$ cat src/rtl/ifetch_unit.sv
// Instruction fetch stage: owns the PC, fetches one word per instruction over a
// req/valid handshake, holds it until commit, then picks PC+4 or the beq target.
module ifetch_unit #(
  parameter logic [31:0] RESET_PC = 32'h0000_0000
) (
  input  logic        clk_i,
  input  logic        reset_i,
  output logic        imem_req_o,
  output logic [31:0] imem_addr_o,
  input  logic [31:0] imem_rdata_i,
  input  logic        imem_valid_i,
  input  logic        branch_i,
  input  logic        zero_i,
  input  logic        stall_i,
  output logic [31:0] instr_o,
  output logic [5:0]  opcode_o,
  output logic        instr_valid_o,
  output logic [31:0] pc_o,
  output logic [31:0] pc_plus4_o,
  output logic [31:0] retired_o
);

  typedef enum logic [1:0] {
    START = 2'd0,
    FETCH = 2'd1,
    EXEC  = 2'd2
  } state_e;

  state_e      state_q, state_d;
  logic [31:0] pc_q, pc_d;
  logic [31:0] instr_q, instr_d;
  logic [31:0] retired_q, retired_d;
  logic        req_q, req_d;
  logic        ivalid_q, ivalid_d;

  logic [31:0] pc_plus4;
  logic [31:0] target;

  assign pc_plus4 = pc_q + 32'd4;
  assign target   = pc_plus4 + {{14{instr_q[15]}}, instr_q[15:0], 2'b00};

  // req and instr_valid are registered alongside the state so they are
  // asserted exactly while the FSM sits in FETCH and EXEC respectively.
  always_comb begin
    state_d   = state_q;
    pc_d      = pc_q;
    instr_d   = instr_q;
    retired_d = retired_q;
    req_d     = req_q;
    ivalid_d  = ivalid_q;
    case (state_q)
      START: begin
        state_d = FETCH;
        req_d   = 1'b1;
      end
      FETCH: begin
        if (imem_valid_i) begin
          instr_d  = imem_rdata_i;
          state_d  = EXEC;
          req_d    = 1'b0;
          ivalid_d = 1'b1;
        end
      end
      EXEC: begin
        if (!stall_i) begin
          pc_d      = (branch_i && zero_i) ? target : pc_plus4;
          retired_d = retired_q + 32'd1;
          state_d   = FETCH;
          req_d     = 1'b1;
          ivalid_d  = 1'b0;
        end
      end
      default: begin
        state_d  = START;
        req_d    = 1'b0;
        ivalid_d = 1'b0;
      end
    endcase
  end

  always_ff @(posedge clk_i) begin
    if (reset_i) begin
      state_q   <= START;
      pc_q      <= RESET_PC;
      instr_q   <= 32'd0;
      retired_q <= 32'd0;
      req_q     <= 1'b0;
      ivalid_q  <= 1'b0;
    end else begin
      state_q   <= state_d;
      pc_q      <= pc_d;
      instr_q   <= instr_d;
      retired_q <= retired_d;
      req_q     <= req_d;
      ivalid_q  <= ivalid_d;
    end
  end

  assign imem_req_o    = req_q;
  assign imem_addr_o   = pc_q;
  assign instr_o       = instr_q;
  assign opcode_o      = instr_q[31:26];
  assign instr_valid_o = ivalid_q;
  assign pc_o          = pc_q;
  assign pc_plus4_o    = pc_plus4;
  assign retired_o     = retired_q;

endmodule

$ cat config.mk
export PLATFORM = sky130hd
export DESIGN_NAME = ifetch_unit
export DESIGN_NICKNAME = d
export VERILOG_FILES = /design/src/rtl/ifetch_unit.sv
export SDC_FILE = /design/constraint.sdc
export NUM_CORES = 1
export LEC_CHECK = 0
export CAP_MARGIN = 20
export CORE_MARGIN = 3
export CORE_UTILIZATION = 43
export DETAILED_ROUTE_END_ITERATION = 8
export GPL_TIMING_DRIVEN = 0
export PLACE_DENSITY = 0.78
export SYNTH_ARGS = -nofsm -noshare
export SYNTH_HDL_FRONTEND = slang
export SYNTH_SLANG_ARGS = --single-unit
export TNS_END_PERCENT = 100
$ cat constraint.sdc
create_clock -name clk_i -period 3.91 [get_ports clk_i]
set_input_delay 0.5865 -clock clk_i [delete_from_list [all_inputs] [get_ports clk_i]]
set_output_delay 0.5865 -clock clk_i [all_outputs]
set_load 0.05 [all_outputs]
==> impl_metrics.prom <==
# TYPE chip_impl_metric gauge
chip_impl_info{name="run_status",value="completed"} 1
chip_impl_metric{name="dr_drc_count",unit=""} 0
chip_impl_metric{name="tritoncts.num_buffers",unit=""} 9
chip_impl_metric{name="nets",unit=""} 1142
chip_impl_metric{name="net-switching-power",unit="W"} 0.000737
chip_impl_metric{name="syn_to_final_growth",unit="%"} 53.2
chip_impl_metric{name="rows",unit=""} 43
chip_impl_metric{name="worst-endpoint-required",unit="ns"} 4.15
chip_impl_metric{name="tritoncts_num_sinks",unit=""} 97
chip_impl_metric{name="period_needed",unit="ns"} 3.85
chip_impl_metric{name="synthesis.area_per_instance",unit="um^2"} 7.62
chip_impl_metric{name="power_frac_comb",unit="%"} 20.2
chip_impl_metric{name="cts_max_level",unit=""} 3
chip_impl_info{name="cts_tree",value="yes"} 1
chip_impl_metric{name="synth.distinct_cells",unit=""} 59
chip_impl_metric{name="drt-vias-per-instance",unit=""} 5.51
chip_impl_metric{name="slew_headroom",unit="%"} 51.8
chip_impl_metric{name="power_density",unit="nW/um^2"} 243
chip_impl_info{name="dominantRegCellSynth",value="sky130_fd_sc_hd__dfxtp_1"} 1
chip_impl_metric{name="fin_crit_sh",unit="%"} 98.3
chip_impl_metric{name="netlist_area",unit="um^2"} 6390
chip_impl_metric{name="worst-path-max-fanout",unit=""} 6
chip_impl_metric{name="vdd.ir_drop.worst",unit="mV"} 0.265
chip_impl_metric{name="synth-seq-cells",unit=""} 97
chip_impl_metric{name="post_layout_nonfiller_instances",unit=""} 1251
chip_impl_metric{name="switching_share",unit="%"} 31.0
chip_impl_metric{name="synth_sequential_area_ratio",unit="%"} 30.4
chip_impl_metric{name="data_arrival_time_of_the_critical_path",unit="ns"} 4.08
chip_impl_info{name="mostFrequentLayoutCell",value="sky130_fd_sc_hd__clkdlybuf4s50_1"} 1
chip_impl_metric{name="ys_async_sr_fraction",unit="%"} 0
chip_impl_metric{name="die_height",unit="um"} 128
chip_impl_metric{name="drive_gt1_share",unit="%"} 16.2
chip_impl_metric{name="grt_pass1_vias",unit=""} 6486
chip_impl_metric{name="die_area",unit="um^2"} 16400
chip_impl_metric{name="postRouteWirelength",unit="mm"} 21.5
chip_impl_info{name="worst_hold_path_type",value="reg2reg"} 1
chip_impl_info{name="grt_setup_unrepaired",value="yes"} 1
chip_impl_metric{name="rd_place_congestion",unit=""} 0.940
chip_impl_metric{name="clock_transition_at_path_regs",unit="ns"} 0.07
chip_impl_metric{name="post_drt_wl_per_cell",unit="um"} 17.2
chip_impl_metric{name="vias",unit=""} 6897
chip_impl_metric{name="place_area",unit="um^2"} 9160
chip_impl_metric{name="holdBufCountCts",unit=""} 0
chip_impl_metric{name="intPower",unit="W"} 0.00164
chip_impl_metric{name="start_util",unit="%"} 45.0
chip_impl_metric{name="globalRouteOverflowTotal",unit=""} 0
chip_impl_metric{name="globalRouteTotalUtil",unit="%"} 25.5
chip_impl_metric{name="yosys_warnings",unit=""} 0
chip_impl_metric{name="finClkSkew",unit="ns"} 0.0119
chip_impl_info{name="critical_path_class",value="reg2reg"} 1
chip_impl_metric{name="leakage",unit="nW"} 3.88
chip_impl_metric{name="insertion_delay",unit="ns"} 0.35
chip_impl_metric{name="die_width",unit="um"} 128
chip_impl_metric{name="maxCapViolations",unit=""} 0
chip_impl_metric{name="finished_layout_cell_area",unit="um^2"} 9790
chip_impl_metric{name="number_of_drc_markers_in_iteration_0",unit=""} 441
chip_impl_metric{name="first_pass_grt_wire_length",unit="mm"} 33.5
chip_impl_metric{name="share_clk_of_total_power",unit="%"} 36.3
chip_impl_metric{name="post-dp-hpwl",unit="mm"} 16.0
chip_impl_metric{name="antenna_violations_before_repair",unit=""} 0
chip_impl_info{name="worst_setup_path_end_kind",value="register"} 1
chip_impl_info{name="layout.cells.most_common_list",value="sky130_fd_sc_hd__clkdlybuf4s50_1, sky130_fd_sc_hd__nand2_1, sky130_fd_sc_hd__a21oi_1, sky130_fd_sc_hd__dfxtp_1, sky130_fd_sc_hd__nor2_1"} 1
chip_impl_metric{name="core_region_area",unit="um^2"} 14200
chip_impl_metric{name="worst_slew_pin_slew",unit="ns"} 0.723
chip_impl_metric{name="max_buffers_root_to_sink",unit=""} 2
chip_impl_metric{name="firstDrtPassIters",unit=""} 6
chip_impl_metric{name="timing.final.setup_violations",unit=""} 0
chip_impl_metric{name="grt_start_max_net_pins",unit=""} 23
chip_impl_metric{name="final-max-slew-violation-count",unit=""} 0
chip_impl_metric{name="p_seq_share",unit="%"} 43.5
chip_impl_info{name="cp-start-kind",value="register"} 1
chip_impl_metric{name="maxClockFrequency",unit="MHz"} 260
chip_impl_metric{name="ant_nets",unit=""} 0
chip_impl_metric{name="edff_count_synth",unit=""} 0
chip_impl_metric{name="finalHoldViolCount",unit=""} 0
chip_impl_metric{name="io_pins",unit=""} 206
chip_impl_metric{name="dp.cells",unit=""} 1222
chip_impl_metric{name="insertedDiodeCount",unit=""} 0
chip_impl_metric{name="port_buffer_cells",unit=""} 198
chip_impl_info{name="clk_root_buffer_cell",value="sky130_fd_sc_hd__clkbuf_16"} 1
chip_impl_metric{name="postSynthCellCount",unit=""} 839
sequential cells by signal, indices dropped and copies added (netlist names):
register and flops:
imem_addr_o 30, instr_o 32, instr_valid_o 1, retired_o 32, state_q 2
Yosys cell counts, types with 7 or more instances:
| library cell | n | area share, % |
|---|---|---|
| sky130_fd_sc_hd__o21ai_0 | 41 | 3.2 |
| sky130_fd_sc_hd__inv_1 | 13 | 0.76 |
| sky130_fd_sc_hd__nand4_1 | 12 | 1.2 |
| sky130_fd_sc_hd__nand2_1 | 125 | 7.3 |
| sky130_fd_sc_hd__nor2_1 | 79 | 4.6 |
| sky130_fd_sc_hd__buf_4 | 42 | 4.9 |
| sky130_fd_sc_hd__a21oi_1 | 87 | 6.8 |
| sky130_fd_sc_hd__clkbuf_1 | 42 | 2.5 |
| sky130_fd_sc_hd__xnor2_1 | 45 | 6.2 |
| sky130_fd_sc_hd__xor2_1 | 32 | 4.4 |
| sky130_fd_sc_hd__dfxtp_1 | 97 | 30 |
| sky130_fd_sc_hd__and3_1 | 23 | 2.3 |
| sky130_fd_sc_hd__a311oi_1 | 7 | 0.96 |
| sky130_fd_sc_hd__or3_1 | 7 | 0.69 |
| sky130_fd_sc_hd__and4_1 | 8 | 1.1 |
| sky130_fd_sc_hd__ha_1 | 37 | 7.2 |
| sky130_fd_sc_hd__nand3_1 | 38 | 3.0 |
| sky130_fd_sc_hd__a21o_1 | 20 | 2.3 |
metrics by stage:
step | setup WS (ns) | hold slack [ns] | total power, W | util, % | setup TNS, ns
floorplan | -0.207 | 0.489 | 0.00136 | - | -0.287
CTS | 0.000595 | 0.458 | 0.00238 | 68.3 | 0
detailed placement | -0.363 | 0.449 | 0.00152 | 64.5 | -0.429
global route | -0.103 | 0.478 | 0.00247 | 68.9 | -0.125
global placement | -0.322 | 0.440 | 0.00152 | 64.5 | -0.346
finish | 0.0650 | 0.454 | 0.00238 | 68.9 | 0
cell type report:
type / instances / area (um^2)
Multi-Input combinational cell: 649 / 4590
Fill cell: 1247 / 4420
Timing Repair Buffer: 218 / 2160
Sequential cell: 97 / 1990
Buffer: 78 / 485
Clock buffer: 12 / 246
Tap cell: 180 / 225
Inverter: 13 / 48.8
Clock inverter: 4 / 35.0
kinds of logic after synthesis:
family / count (synthesis) / synth area share, %
compound gates: 202 / 19.2
xor+xnor: 77 / 10.6
fa+ha+maj: 38 / 7.56
buf+inv: 98 / 8.22
flops: 97 / 30.4
mux: 3 / 0.509
other cells: 1 / 0.0587
simple gates: 323 / 23.5
power by group through the flow:
stage / registers, W / clock network (W) / logic, W
floorplan: 0.00114 / 0 / 0.000222
global placement: 0.00106 / 0 / 0.000456
detailed placement: 0.00106 / 0 / 0.000459
CTS: 0.00104 / 0.000875 / 0.000471
global route: 0.00104 / 0.000916 / 0.000509
finish: 0.00104 / 0.000864 / 0.000480
path summary, 6_finish.rpt:
kind,from,slack [ns],to,cells past startpoint
max reg2reg,imem_addr_o[2],0.06,imem_addr_o[31],17
min,instr_o[25],0.45,instr_o[25],2
min reg2reg,instr_o[25],0.45,instr_o[25],2
max,imem_addr_o[2],0.06,imem_addr_o[31],17
worst max-delay path, stage by stage (launching register included):
cell and delay, ns:
sky130_fd_sc_hd__dfxtp_4 0.38, sky130_fd_sc_hd__and3_4 0.19, sky130_fd_sc_hd__and3_4 0.19, sky130_fd_sc_hd__and3_4 0.19, sky130_fd_sc_hd__buf_8 0.14, sky130_fd_sc_hd__nand4_1 0.22, sky130_fd_sc_hd__xnor2_4 0.25, sky130_fd_sc_hd__ha_4 0.29
sky130_fd_sc_hd__and4_4 0.21, sky130_fd_sc_hd__nand2_1 0.06, sky130_fd_sc_hd__o21ai_2 0.14, sky130_fd_sc_hd__a22o_1 0.20, sky130_fd_sc_hd__a21oi_4 0.06, sky130_fd_sc_hd__o311a_1 0.30, sky130_fd_sc_hd__xnor2_1 0.15, sky130_fd_sc_hd__a211o_1 0.29
sky130_fd_sc_hd__a21oi_2 0.14, sky130_fd_sc_hd__mux2_4 0.32
routing by layer:
layer	GRT usage (%)	share of wire, %	up-vias
met5	0	0	-
met4	8.86	2.1	0
met3	5.50	8.6	32
met2	42.0	48	297
met1	33.0	42	3215
li1	-	-	3353
timing repair:
item                                    4_1_cts  5_1_grt
resized for setup                            30       11
endpoints found under the setup margin        4        2
setup buffers                                18        1
pin swaps                                    16        6
Note: power is estimated with default switching activity, not from simulation.
